--- src/rtl/bless_port_ctrl_pkg.sv ---
// Shared field widths, flit layouts and FSM encoding for the BLESS resource-port controller.
package bless_port_ctrl_pkg;

  localparam int ADDR_N    = 4;   // 16-node mesh address
  localparam int SEQ_N     = 3;   // per-source sequence number
  localparam int DATA_N    = 8;   // payload width
  localparam int AGE_N     = 4;   // age field, stamped zero on injection
  localparam int BLK_N     = 8;   // blocked-cycle counter width
  localparam int CONTROL_W = 1 + SEQ_N + 2 * ADDR_N + AGE_N;
  localparam int DATA_W    = DATA_N;

  typedef enum logic [1:0] {
    PC_IDLE  = 2'd0,
    PC_OFFER = 2'd1,
    PC_STALL = 2'd2
  } pc_state_e;

  // Router control word, MSB first: {valid, seq, src, dest, age}
  typedef struct packed {
    logic              valid;
    logic [SEQ_N-1:0]  seq;
    logic [ADDR_N-1:0] src;
    logic [ADDR_N-1:0] dest;
    logic [AGE_N-1:0]  age;
  } ctrl_t;

  typedef struct packed {
    logic [ADDR_N-1:0] dest;
    logic [DATA_N-1:0] data;
  } inj_ent_t;

  typedef struct packed {
    logic [ADDR_N-1:0] src;
    logic [SEQ_N-1:0]  seq;
    logic [DATA_N-1:0] data;
  } ej_ent_t;

  // Saturating increment so a very long stall cannot wrap starve back off
  function automatic logic [BLK_N-1:0] blk_sat_inc(input logic [BLK_N-1:0] b);
    return (&b) ? b : b + BLK_N'(1);
  endfunction

endpackage

--- src/rtl/bless_flit_fifo.sv ---
// Small synchronous flit FIFO; push and pop may coincide, including at full.
module bless_flit_fifo #(
  parameter int WIDTH = 8,
  parameter int DEPTH = 4
) (
  input  logic             clk,
  input  logic             rst_n,
  input  logic             push,
  input  logic [WIDTH-1:0] din,
  input  logic             pop,
  output logic [WIDTH-1:0] dout,
  output logic             full,
  output logic             empty
);

  localparam int AW = $clog2(DEPTH);

  logic [WIDTH-1:0] mem [DEPTH];
  logic [AW-1:0]    wr_ptr, rd_ptr;
  logic [AW:0]      count;
  logic             do_push, do_pop;

  // Popping frees a slot in the same cycle, so a push at full is fine if a pop accompanies it
  assign do_pop  = pop & ~empty;
  assign do_push = push & (~full | do_pop);
  assign full    = (count == (AW + 1)'(DEPTH));
  assign empty   = (count == '0);
  assign dout    = mem[rd_ptr];

  // Storage array: contents need no reset, count/pointers decide what is live
  always_ff @(posedge clk) begin
    if (do_push) mem[wr_ptr] <= din;
  end

  // Pointers and occupancy; pointers wrap naturally since DEPTH is a power of 2
  always_ff @(posedge clk or negedge rst_n) begin
    if (!rst_n) begin
      wr_ptr <= '0;
      rd_ptr <= '0;
      count  <= '0;
    end else begin
      if (do_push) wr_ptr <= wr_ptr + AW'(1);
      if (do_pop)  rd_ptr <= rd_ptr + AW'(1);
      case ({do_push, do_pop})
        2'b10:   count <= count + (AW + 1)'(1);
        2'b01:   count <= count - (AW + 1)'(1);
        default: count <= count;
      endcase
    end
  end

endmodule

--- src/rtl/bless_port_ctrl.sv ---
// Resource-port controller: queues core flits, stamps seq/src/age, offers them to the
// router's resource input, and buffers flits ejected at this node for the core.
module bless_port_ctrl
  import bless_port_ctrl_pkg::*;
#(
  parameter int NODE_ID    = 0,
  parameter int INJ_DEPTH  = 4,
  parameter int EJ_DEPTH   = 2,
  parameter int STARVE_LIM = 8
) (
  input  logic                 clk,
  input  logic                 rst_n,
  input  logic                 inj_valid,
  output logic                 inj_ready,
  input  logic [ADDR_N-1:0]    inj_dest,
  input  logic [DATA_N-1:0]    inj_data,
  output logic [CONTROL_W-1:0] rp_ci,
  output logic [DATA_W-1:0]    rp_di,
  input  logic                 rp_r,
  input  logic [CONTROL_W-1:0] rp_co,
  input  logic [DATA_W-1:0]    rp_do,
  output logic                 ej_valid,
  input  logic                 ej_ready,
  output logic [ADDR_N-1:0]    ej_src,
  output logic [SEQ_N-1:0]     ej_seq,
  output logic [DATA_N-1:0]    ej_data,
  output logic                 starve,
  output logic                 err_ovf,
  output logic                 err_misroute,
  input  logic                 clr_err
);

  localparam logic [ADDR_N-1:0] NODE_A = ADDR_N'(NODE_ID);

  pc_state_e         state, state_nx;
  ctrl_t             ci_q, ci_nx;
  logic [DATA_W-1:0] di_q, di_nx;
  logic [SEQ_N-1:0]  seq_q, seq_nx;
  logic [BLK_N-1:0]  blk_q, blk_nx;

  inj_ent_t inj_in, inj_head;
  logic     inj_push, inj_pop, inj_full, inj_empty;

  ej_ent_t  ej_in, ej_head;
  ctrl_t    rx;
  logic     ej_push, ej_pop, ej_full, ej_empty;
  logic     set_ovf, set_mis;

  // ---------------- injection side ----------------
  assign inj_ready = ~inj_full;
  assign inj_push  = inj_valid & ~inj_full;
  assign inj_in    = '{dest: inj_dest, data: inj_data};

  bless_flit_fifo #(.WIDTH($bits(inj_ent_t)), .DEPTH(INJ_DEPTH)) u_inj_fifo (
    .clk   (clk),
    .rst_n (rst_n),
    .push  (inj_push),
    .din   (inj_in),
    .pop   (inj_pop),
    .dout  (inj_head),
    .full  (inj_full),
    .empty (inj_empty)
  );

  // Next-state/offer logic: the offered flit is frozen until rp_r, and the next head is
  // loaded on the accepting edge so a free router gets one flit per cycle
  always_comb begin
    state_nx = state;
    ci_nx    = ci_q;
    di_nx    = di_q;
    seq_nx   = seq_q;
    blk_nx   = blk_q;
    inj_pop  = 1'b0;
    case (state)
      PC_IDLE: begin
        if (!inj_empty) begin
          inj_pop  = 1'b1;
          ci_nx    = '{valid: 1'b1, seq: seq_q, src: NODE_A, dest: inj_head.dest, age: '0};
          di_nx    = inj_head.data;
          state_nx = PC_OFFER;
        end
      end
      PC_OFFER, PC_STALL: begin
        if (rp_r) begin
          seq_nx = seq_q + SEQ_N'(1);
          blk_nx = '0;
          if (!inj_empty) begin
            inj_pop  = 1'b1;
            ci_nx    = '{valid: 1'b1, seq: seq_nx, src: NODE_A, dest: inj_head.dest, age: '0};
            di_nx    = inj_head.data;
            state_nx = PC_OFFER;
          end else begin
            ci_nx.valid = 1'b0;
            state_nx    = PC_IDLE;
          end
        end else begin
          state_nx = PC_STALL;
          blk_nx   = (state == PC_OFFER) ? BLK_N'(1) : blk_sat_inc(blk_q);
        end
      end
      default: state_nx = PC_IDLE;
    endcase
  end

  // FSM, offered flit, sequence and blocked-cycle registers
  always_ff @(posedge clk or negedge rst_n) begin
    if (!rst_n) begin
      state <= PC_IDLE;
      ci_q  <= '0;
      di_q  <= '0;
      seq_q <= '0;
      blk_q <= '0;
    end else begin
      state <= state_nx;
      ci_q  <= ci_nx;
      di_q  <= di_nx;
      seq_q <= seq_nx;
      blk_q <= blk_nx;
    end
  end

  assign rp_ci  = ci_q;
  assign rp_di  = di_q;
  assign starve = (blk_q >= BLK_N'(STARVE_LIM));

  // ---------------- ejection side ----------------
  assign rx       = ctrl_t'(rp_co);
  assign ej_valid = ~ej_empty;
  assign ej_pop   = ej_valid & ej_ready;
  assign ej_in    = '{src: rx.src, seq: rx.seq, data: rp_do};

  // Ejection filter: the router is never stalled, so anything unplaceable is dropped and flagged
  always_comb begin
    ej_push = 1'b0;
    set_ovf = 1'b0;
    set_mis = 1'b0;
    if (rx.valid) begin
      if (rx.dest != NODE_A)      set_mis = 1'b1;
      else if (ej_full && !ej_pop) set_ovf = 1'b1;
      else                         ej_push = 1'b1;
    end
  end

  bless_flit_fifo #(.WIDTH($bits(ej_ent_t)), .DEPTH(EJ_DEPTH)) u_ej_fifo (
    .clk   (clk),
    .rst_n (rst_n),
    .push  (ej_push),
    .din   (ej_in),
    .pop   (ej_pop),
    .dout  (ej_head),
    .full  (ej_full),
    .empty (ej_empty)
  );

  assign ej_src  = ej_head.src;
  assign ej_seq  = ej_head.seq;
  assign ej_data = ej_head.data;

  // Sticky error flags; a new event in the clearing cycle keeps the flag set
  always_ff @(posedge clk or negedge rst_n) begin
    if (!rst_n) begin
      err_ovf      <= 1'b0;
      err_misroute <= 1'b0;
    end else begin
      err_ovf      <= set_ovf | (err_ovf & ~clr_err);
      err_misroute <= set_mis | (err_misroute & ~clr_err);
    end
  end

endmodule

--- config.mk ---
export PLATFORM = sky130hd
export DESIGN_NAME = bless_port_ctrl
export DESIGN_NICKNAME = d
export VERILOG_FILES = /design/src/rtl/bless_port_ctrl_pkg.sv /design/src/rtl/bless_flit_fifo.sv /design/src/rtl/bless_port_ctrl.sv
export SDC_FILE = /design/constraint.sdc
export NUM_CORES = 1
export LEC_CHECK = 0
export ABC_AREA = 0
export CAP_MARGIN = 15
export CORE_ASPECT_RATIO = 1.4
export CORE_UTILIZATION = 45
export DETAILED_ROUTE_END_ITERATION = 12
export PLACE_DENSITY = 0.81
export SLEW_MARGIN = 40
export SYNTH_ARGS = -nofsm -noshare
export SYNTH_HDL_FRONTEND = slang
export SYNTH_SLANG_ARGS = --single-unit
export TNS_END_PERCENT = 20
--- constraint.sdc ---
create_clock -name clk -period 2.5 [get_ports clk]
set_input_delay 0.5 -clock clk [delete_from_list [all_inputs] [get_ports clk]]
set_output_delay 0.5 -clock clk [all_outputs]
set_load 0.02 [all_outputs]
-- Word level (Yosys, flattened, before mapping)
Memories as Yosys holds them, arrays and structs flattened.
Cells that the tools add are included.
W data, S select, Z words.
- flip-flop bits (word level): 50
- memories: 2
- input bits: 42
- latch bits: 0
- memory bits (writable): 78
- bits in read-only memories: 0
- memory list (memory ; depth ; width ; rd ports ; clocked after Yosys merged registers in ; wr ports ; line ; source):
    u_inj_fifo.mem ; 4 ; 12 ; 1 ; 0 ; 1 ; bless_flit_fifo.sv:18 ; logic [WIDTH-1:0] mem [DEPTH];
    u_ej_fifo.mem ; 2 ; 15 ; 1 ; 0 ; 1 ; bless_flit_fifo.sv:18 ;
- $lt $le $gt $ge: 1
- multiplexer cells: 31
- shift-type cells: 0
- $mul: 0
- equality and inequality tests: 12
- add/sub/neg operators: 10
- bitwise operators: 17
- div/mod/pow operators: 0
- reductions and logical operators: 16
- operators with widths (kind ; number):
    $mux W8 ; 5
    $mux W16 ; 2
    $pmux W16 S2 ; 1
    $pmux W8 S2 ; 1
    $mux W1 ; 15
    $mux W15 ; 1
    $add A8 B1 Y8 const B ; 1
    $and A1 B1 Y1 ; 8
    $eq A2 B2 Y1 const B ; 4
    $ge A8 B4 Y1 const B ; 1
    $pmux W2 S2 ; 2
    $reduce_and A8 Y1 ; 1
    $add A2 B1 Y2 const B ; 3
    $add A3 B1 Y3 const B ; 2
    $eq A2 B1 Y1 const B ; 3
    $ne A2 B2 Y1 const B ; 3
    $pmux W3 S2 ; 1
    $reduce_and A2 Y1 ; 3
    $reduce_bool A2 Y1 ; 3
    $not A1 Y1 ; 5
    $logic_not A2 Y1 ; 2
    $mux W2 ; 2
    $or A1 B1 Y1 ; 4
    $reduce_and A4 Y1 ; 1
    12 further kinds ; 13

-- Logic depth before layout (Yosys ltp)
- depth in word-level cells: 11
- gate-level depth with buffers: 11

-- Modules after synthesis
A second synthesis with hierarchy kept.
- cells, all modules: 330
- area total of the unflattened synthesis: 5188.7 µm²
- modules (own cells, without submodules) (module ; cells an instance ; area an instance (µm²) ; instances):
    bless_flit_fifo (u_inj_fifo) ; 115 ; 2244.7 ; 1
    bless_port_ctrl ; 146 ; 1639.1 ; 1
    bless_flit_fifo (u_ej_fifo) ; 69 ; 1305.0 ; 1

-- Worst setup path before layout
OpenSTA, ideal clock, no wires.
- kind: flip-flop to flip-flop
- from: reg state[0]
- to: reg u_inj_fifo.count[2]
- stages on the path, launching flop included: 12
- slack: 183 ps
- arrival time: 2238 ps
- data required time: 2421 ps
- cells stage by stage: dfrtp_1 -> inv_1 -> ha_1 -> clkbuf_1 -> a21oi_1 -> nor3_1 -> ha_1 -> inv_1 -> fa_1 -> xor2_1 -> nor2_1 -> xor2_1
- word-level cells in the longest chain between the ends: 8
- elaborated cells between the ends (all ways): 12
- classes of those cells: eq/ne: 4; mux: 2; bitwise: 3; reduce/logical: 3
- ends and longest elaborated chain (what ; line ; source):
    from (decl) ; bless_port_ctrl.sv:35 ; pc_state_e state, state_nx;
    from (signal assigned) ; bless_port_ctrl.sv:114 ; state <= state_nx;
    $eq A2 B1 Y1 or $eq A2 B2 Y1 (tied branches) ; bless_port_ctrl.sv:74 ; case (state)
    $reduce_or A2 Y1 ; bless_port_ctrl.sv:74 ;
    $pmux W1 S2 (*) ; bless_port_ctrl.sv:74 ;
    $and A1 B1 Y1 (*) ; bless_flit_fifo.sv:24 ; assign do_pop = pop & ~empty;
    via u_inj_fifo.do_pop ; bless_flit_fifo.sv:21 ; logic do_push, do_pop;
    $or A1 B1 Y1 ; bless_flit_fifo.sv:25 ; assign do_push = push & (~full | do_pop);
    $and A1 B1 Y1 ; bless_flit_fifo.sv:25 ;
    $eq A2 B1 Y1 or $eq A2 B2 Y1 (tied branches) ; bless_flit_fifo.sv:44 ; case ({do_push, do_pop})
    $pmux W3 S2 or $reduce_bool A2 Y1 (tied branches) ; -- ;
    to (signal assigned) ; bless_flit_fifo.sv:45 ; 2'b10: count <= count + (AW + 1)'(1);
    to (signal assigned) ; bless_flit_fifo.sv:46 ; 2'b01: count <= count - (AW + 1)'(1);
    to (signal assigned) ; bless_flit_fifo.sv:47 ; default: count <= count;
    to (decl) ; bless_flit_fifo.sv:20 ; logic [AW:0] count;
Mark *: on every way through the listed nets, which the timed path passes. The rest lies on a longest branch.
A chain may end at the register's enable or synchronous reset.

-- Final worst setup path
- from: reg u_ej_fifo.rd_ptr
- to: out ej_seq[1]
- word-level cells in the longest chain between the ends: 1
- ends and longest elaborated chain (what ; line ; source):
    from (decl) ; bless_flit_fifo.sv:19 ; logic [AW-1:0] wr_ptr, rd_ptr;
    from (signal assigned) ; bless_flit_fifo.sv:43 ; if (do_pop) rd_ptr <= rd_ptr + AW'(1);
    $mem_v2 Z2 W15 ; -- ;
    to (decl) ; bless_port_ctrl.sv:25 ; output logic [SEQ_N-1:0] ej_seq,
No other way between the ends.

==> results by group <==
Status
  • Outcome: finished, final reports clean

GRT
  • Largest net degree at the start of global routing: 35
  • Total global routing overflow: 0
  • GRT Total Usage: 17.2%
  • Vias in the first global route: 3,019
  • Initial antenna violation count: 0
  • First-pass GRT wire length: 15.0 mm

Floorplan
  • Die height: 128 um
  • Die W: a little over 90 um
  • # rows: 45
  • DIE AREA: between 0.01 and 0.015 sq mm
  • Initial Utilization: between 40% and 50%
  • Core area: 0.0109 sq mm
  • IO Count: 86

Critical path
  • Data arrival, critical path: between 1.5 and 2 ns
  • Critical path fanouts, max: 15
  • Endpoint class of the critical path: primary output
  • Worst setup SP type: register
  • Crit path kind: register to primary output
  • Reg2Reg Depth: 9
  • Req. time, crit path: 2.00 ns

Synth
  • Synth warnings: 0
  • Async S/R FF share, synth: approximately a third
  • Synthesized area per cell: roughly 17 sq um
  • Yosys cell types: between 50 and 60
  • Mapped Cells: slightly above 300
  • Sequential element share of the synthesized area: 66.6%
  • Post-Syn Area: around 0.005 sq mm
  • EDFF count, synth: between 70 and 80
  • Post-synth top area share: approximately 46%
  • Largest cells by area after synthesis: edfxtp_1 (46%), dfrtp_1 (21%), mux2_2 (4.9%)
  • Cell taking the most area after synthesis: edfxtp_1
  • Yosys reg bits: 120
  • Primary FF master, synth: edfxtp_1

Timing
  • Slew Viols, Final: 0
  • Final Cycle Share: a little over nine tenths
  • Setup tns final: 0 ns
  • # setup viols final: 0
  • Final worst-path setup slack: 0.0810 ns
  • Worst-Margin Slew: between 0.6 and 0.7 ns
  • Max frequency: around 410 MHz
  • Slew margin rel.: approximately three fifths
  • Worst Skew: ~0.010 ns
  • RSZ-0062 raised after global routing: false
  • Fin. Hold Viols: 0
  • Min Tclk post-route: 2.42 ns

Route
  • DRT iter0 DRCs: 130
  • Avg Vias per Cell: 5.21
  • Antenna-violating nets left: 0
  • Drt wl/cell: 17.0 um
  • Routed vias: between 2,000 and 3,000
  • First-pass DRT Iterations: 4
  • Detailed-route DRC error count: 0
  • Routed WL: between 9 and 10 mm

Pwr
  • Pwr Total: slightly above 8 mW
  • PwrDens: about 1200 mW/mm^2
  • Pleak: ~2.5 nW
  • Worst-case vdd ir drop: 0.000640 V

Clock tree
  • Clock latency on the worst-skew pair: about 0.4 ns
  • CTS Buffer Depth: 2
  • Reg clk slew, reported paths: about 0.05 ns
  • Sink Count: 120
  • CTS Root Cell: clkbuf_16
  • Cts bufs inserted: 17
  • H-tree depth: 4
  • CTS tree: done
  • Postcts setup bufs: 0

Hold path
  • Hold depth: 1
  • Worst hold path class: register to register

Layout
  • Util after Layout: about three fifths
  • Storage cell area: around 0.0034 sq mm
  • Total Nets Final: approximately 450
  • FILL cells: just over 800
  • Layout cell share with drive strength beyond 1: a little under a quarter
  • Area of the multi-input gates: 0.00155 sq mm
  • Ant diodes: 0
  • Layout area overhead: 28.5%

Placement
  • RePlAce Congestion: 0.732
  • Port bufs: 73
  • Setup WS pre-CTS: 0.0122 ns
  • DP Wirelength: just over 6 mm

Job
  • Max-cap viol count: 0
==> cells in the mapped netlist (4+ instances only) <==
library cell,number
edfxtp_1,78
dfrtp_1,42
mux2_2,22
inv_1,16
ha_1,12
mux2_4,12
mux4_2,10
buf_4,8
nor2_1,8
xnor2_1,8
nand2_1,7
xor2_1,7
a211oi_1,4
a21oi_1,4
and3_2,4
==> kinds of logic (layout without fill, tap and decap cells) <==
family,after synthesis,after routing,synth area share [%]
flip-flops,120,120,66.6
buffers and inverters,33,132,3.56
AND/OR/NAND/NOR,50,50,6.21
other,1,8,0.0736
XOR/XNOR,15,15,2.58
multiplexers,46,46,13.8
AO/OA/AOI/OAI,26,26,3.83
adder cells (fa/ha/maj),13,13,3.34
==> flip-flops by register name, indices dropped and copies added, names as in the netlist, 2 cells and up <==
register / cells
seq_q: 3
u_inj_fifo.rd_ptr: 2
rp_ci: 8
rp_di: 8
u_inj_fifo.count: 3
u_ej_fifo.mem: 30
state: 2
u_inj_fifo.wr_ptr: 2
blk_q: 8
u_inj_fifo.mem: 48
u_ej_fifo.count: 2
==> critical path, cell delays in order, from the launching register on <==
cell and delay (ns):
dfrtp_1 0.35, buf_4 0.24, mux2_2 0.37, clkdlybuf4s50_1 0.55
==> worst paths after layout <==
check,start,endpoint,slack (ns)
max in group asynchronous,rst_n,rp_ci[4],1.32
worst max-delay path,u_ej_fifo.rd_ptr,ej_seq[1],0.08
worst min-delay path,u_ej_fifo.rd_ptr,u_ej_fifo.rd_ptr,0.46
worst min register to register,u_ej_fifo.rd_ptr,u_ej_fifo.rd_ptr,0.46
worst max register to register,u_inj_fifo.count[1],u_inj_fifo.count[2],0.29
min in group asynchronous,rst_n,blk_q[7],0.48
==> through the flow <==
step,cell area [sq um],hold WS (ns),cells
CTS,6550,0.469,551
global route,6550,0.491,551
global placement,5980,0.352,518
detailed placement,5980,0.358,518
finish,6550,0.462,551
floorplan,5120,0.204,311
==> metal layers <==
layer / part of all wire (%) / GRT usage [%] / wire length, um / up-vias
li1: - / - / - / 1319
met1: 40 / 20.1 / 3780 / 1425
met2: 52 / 28.8 / 4860 / 105
met3: 6.3 / 6.17 / 596 / 22
met4: 1.6 / 7.08 / 152 / 0
met5: 0 / 0 / 0 / -
==> cells in the final DEF (no fill, tap or decap), types with 4 or more instances in the layout <==
cell type        synthesis  layout
nand2_1                  7       7
a21oi_1                  4       4
clkbuf_1                 3       4
clkbuf_16                0      17
inv_1                   16      16
mux2_4                  12      12
conb_1                   1       8
dfrtp_1                 42      42
xor2_1                   7       7
a211oi_1                 4       4
clkinv_2                 0       7
ha_1                    12      12
edfxtp_1                78      78
clkdlybuf4s50_1          0      71
mux4_2                  10      10
and3_2                   4       4
mux2_2                  22      22
nor2_1                   8       8
buf_4                    8      10
xnor2_1                  8       8
==> power breakdown <==
part	total [mW]	switching (mW)	internal [mW]
Clock	2.27	0.791	1.48
Combinational	2.98	1.40	1.58
Sequential	2.93	0.314	2.62
Total	8.18	2.50	5.68
==> cell type report <==
cell class	instances	share of cell area (%)
Timing Repair Buffer	84	12.4
Multi-Input combinational cell	158	23.6
Inverter	16	0.917
Clock inverter	10	1.59
Sequential cell	120	51.8
Clock buffer	22	6.93
Tap cell	141	2.69
==> repair_timing <==
action / in CTS / in global routing
resized for setup: 0 / 1
hold buffers: 1 / 0
hold endpoints to repair: 8 / 0
endpoints found under the setup margin: 0 / 1
Power figures use the tool's default switching activity.
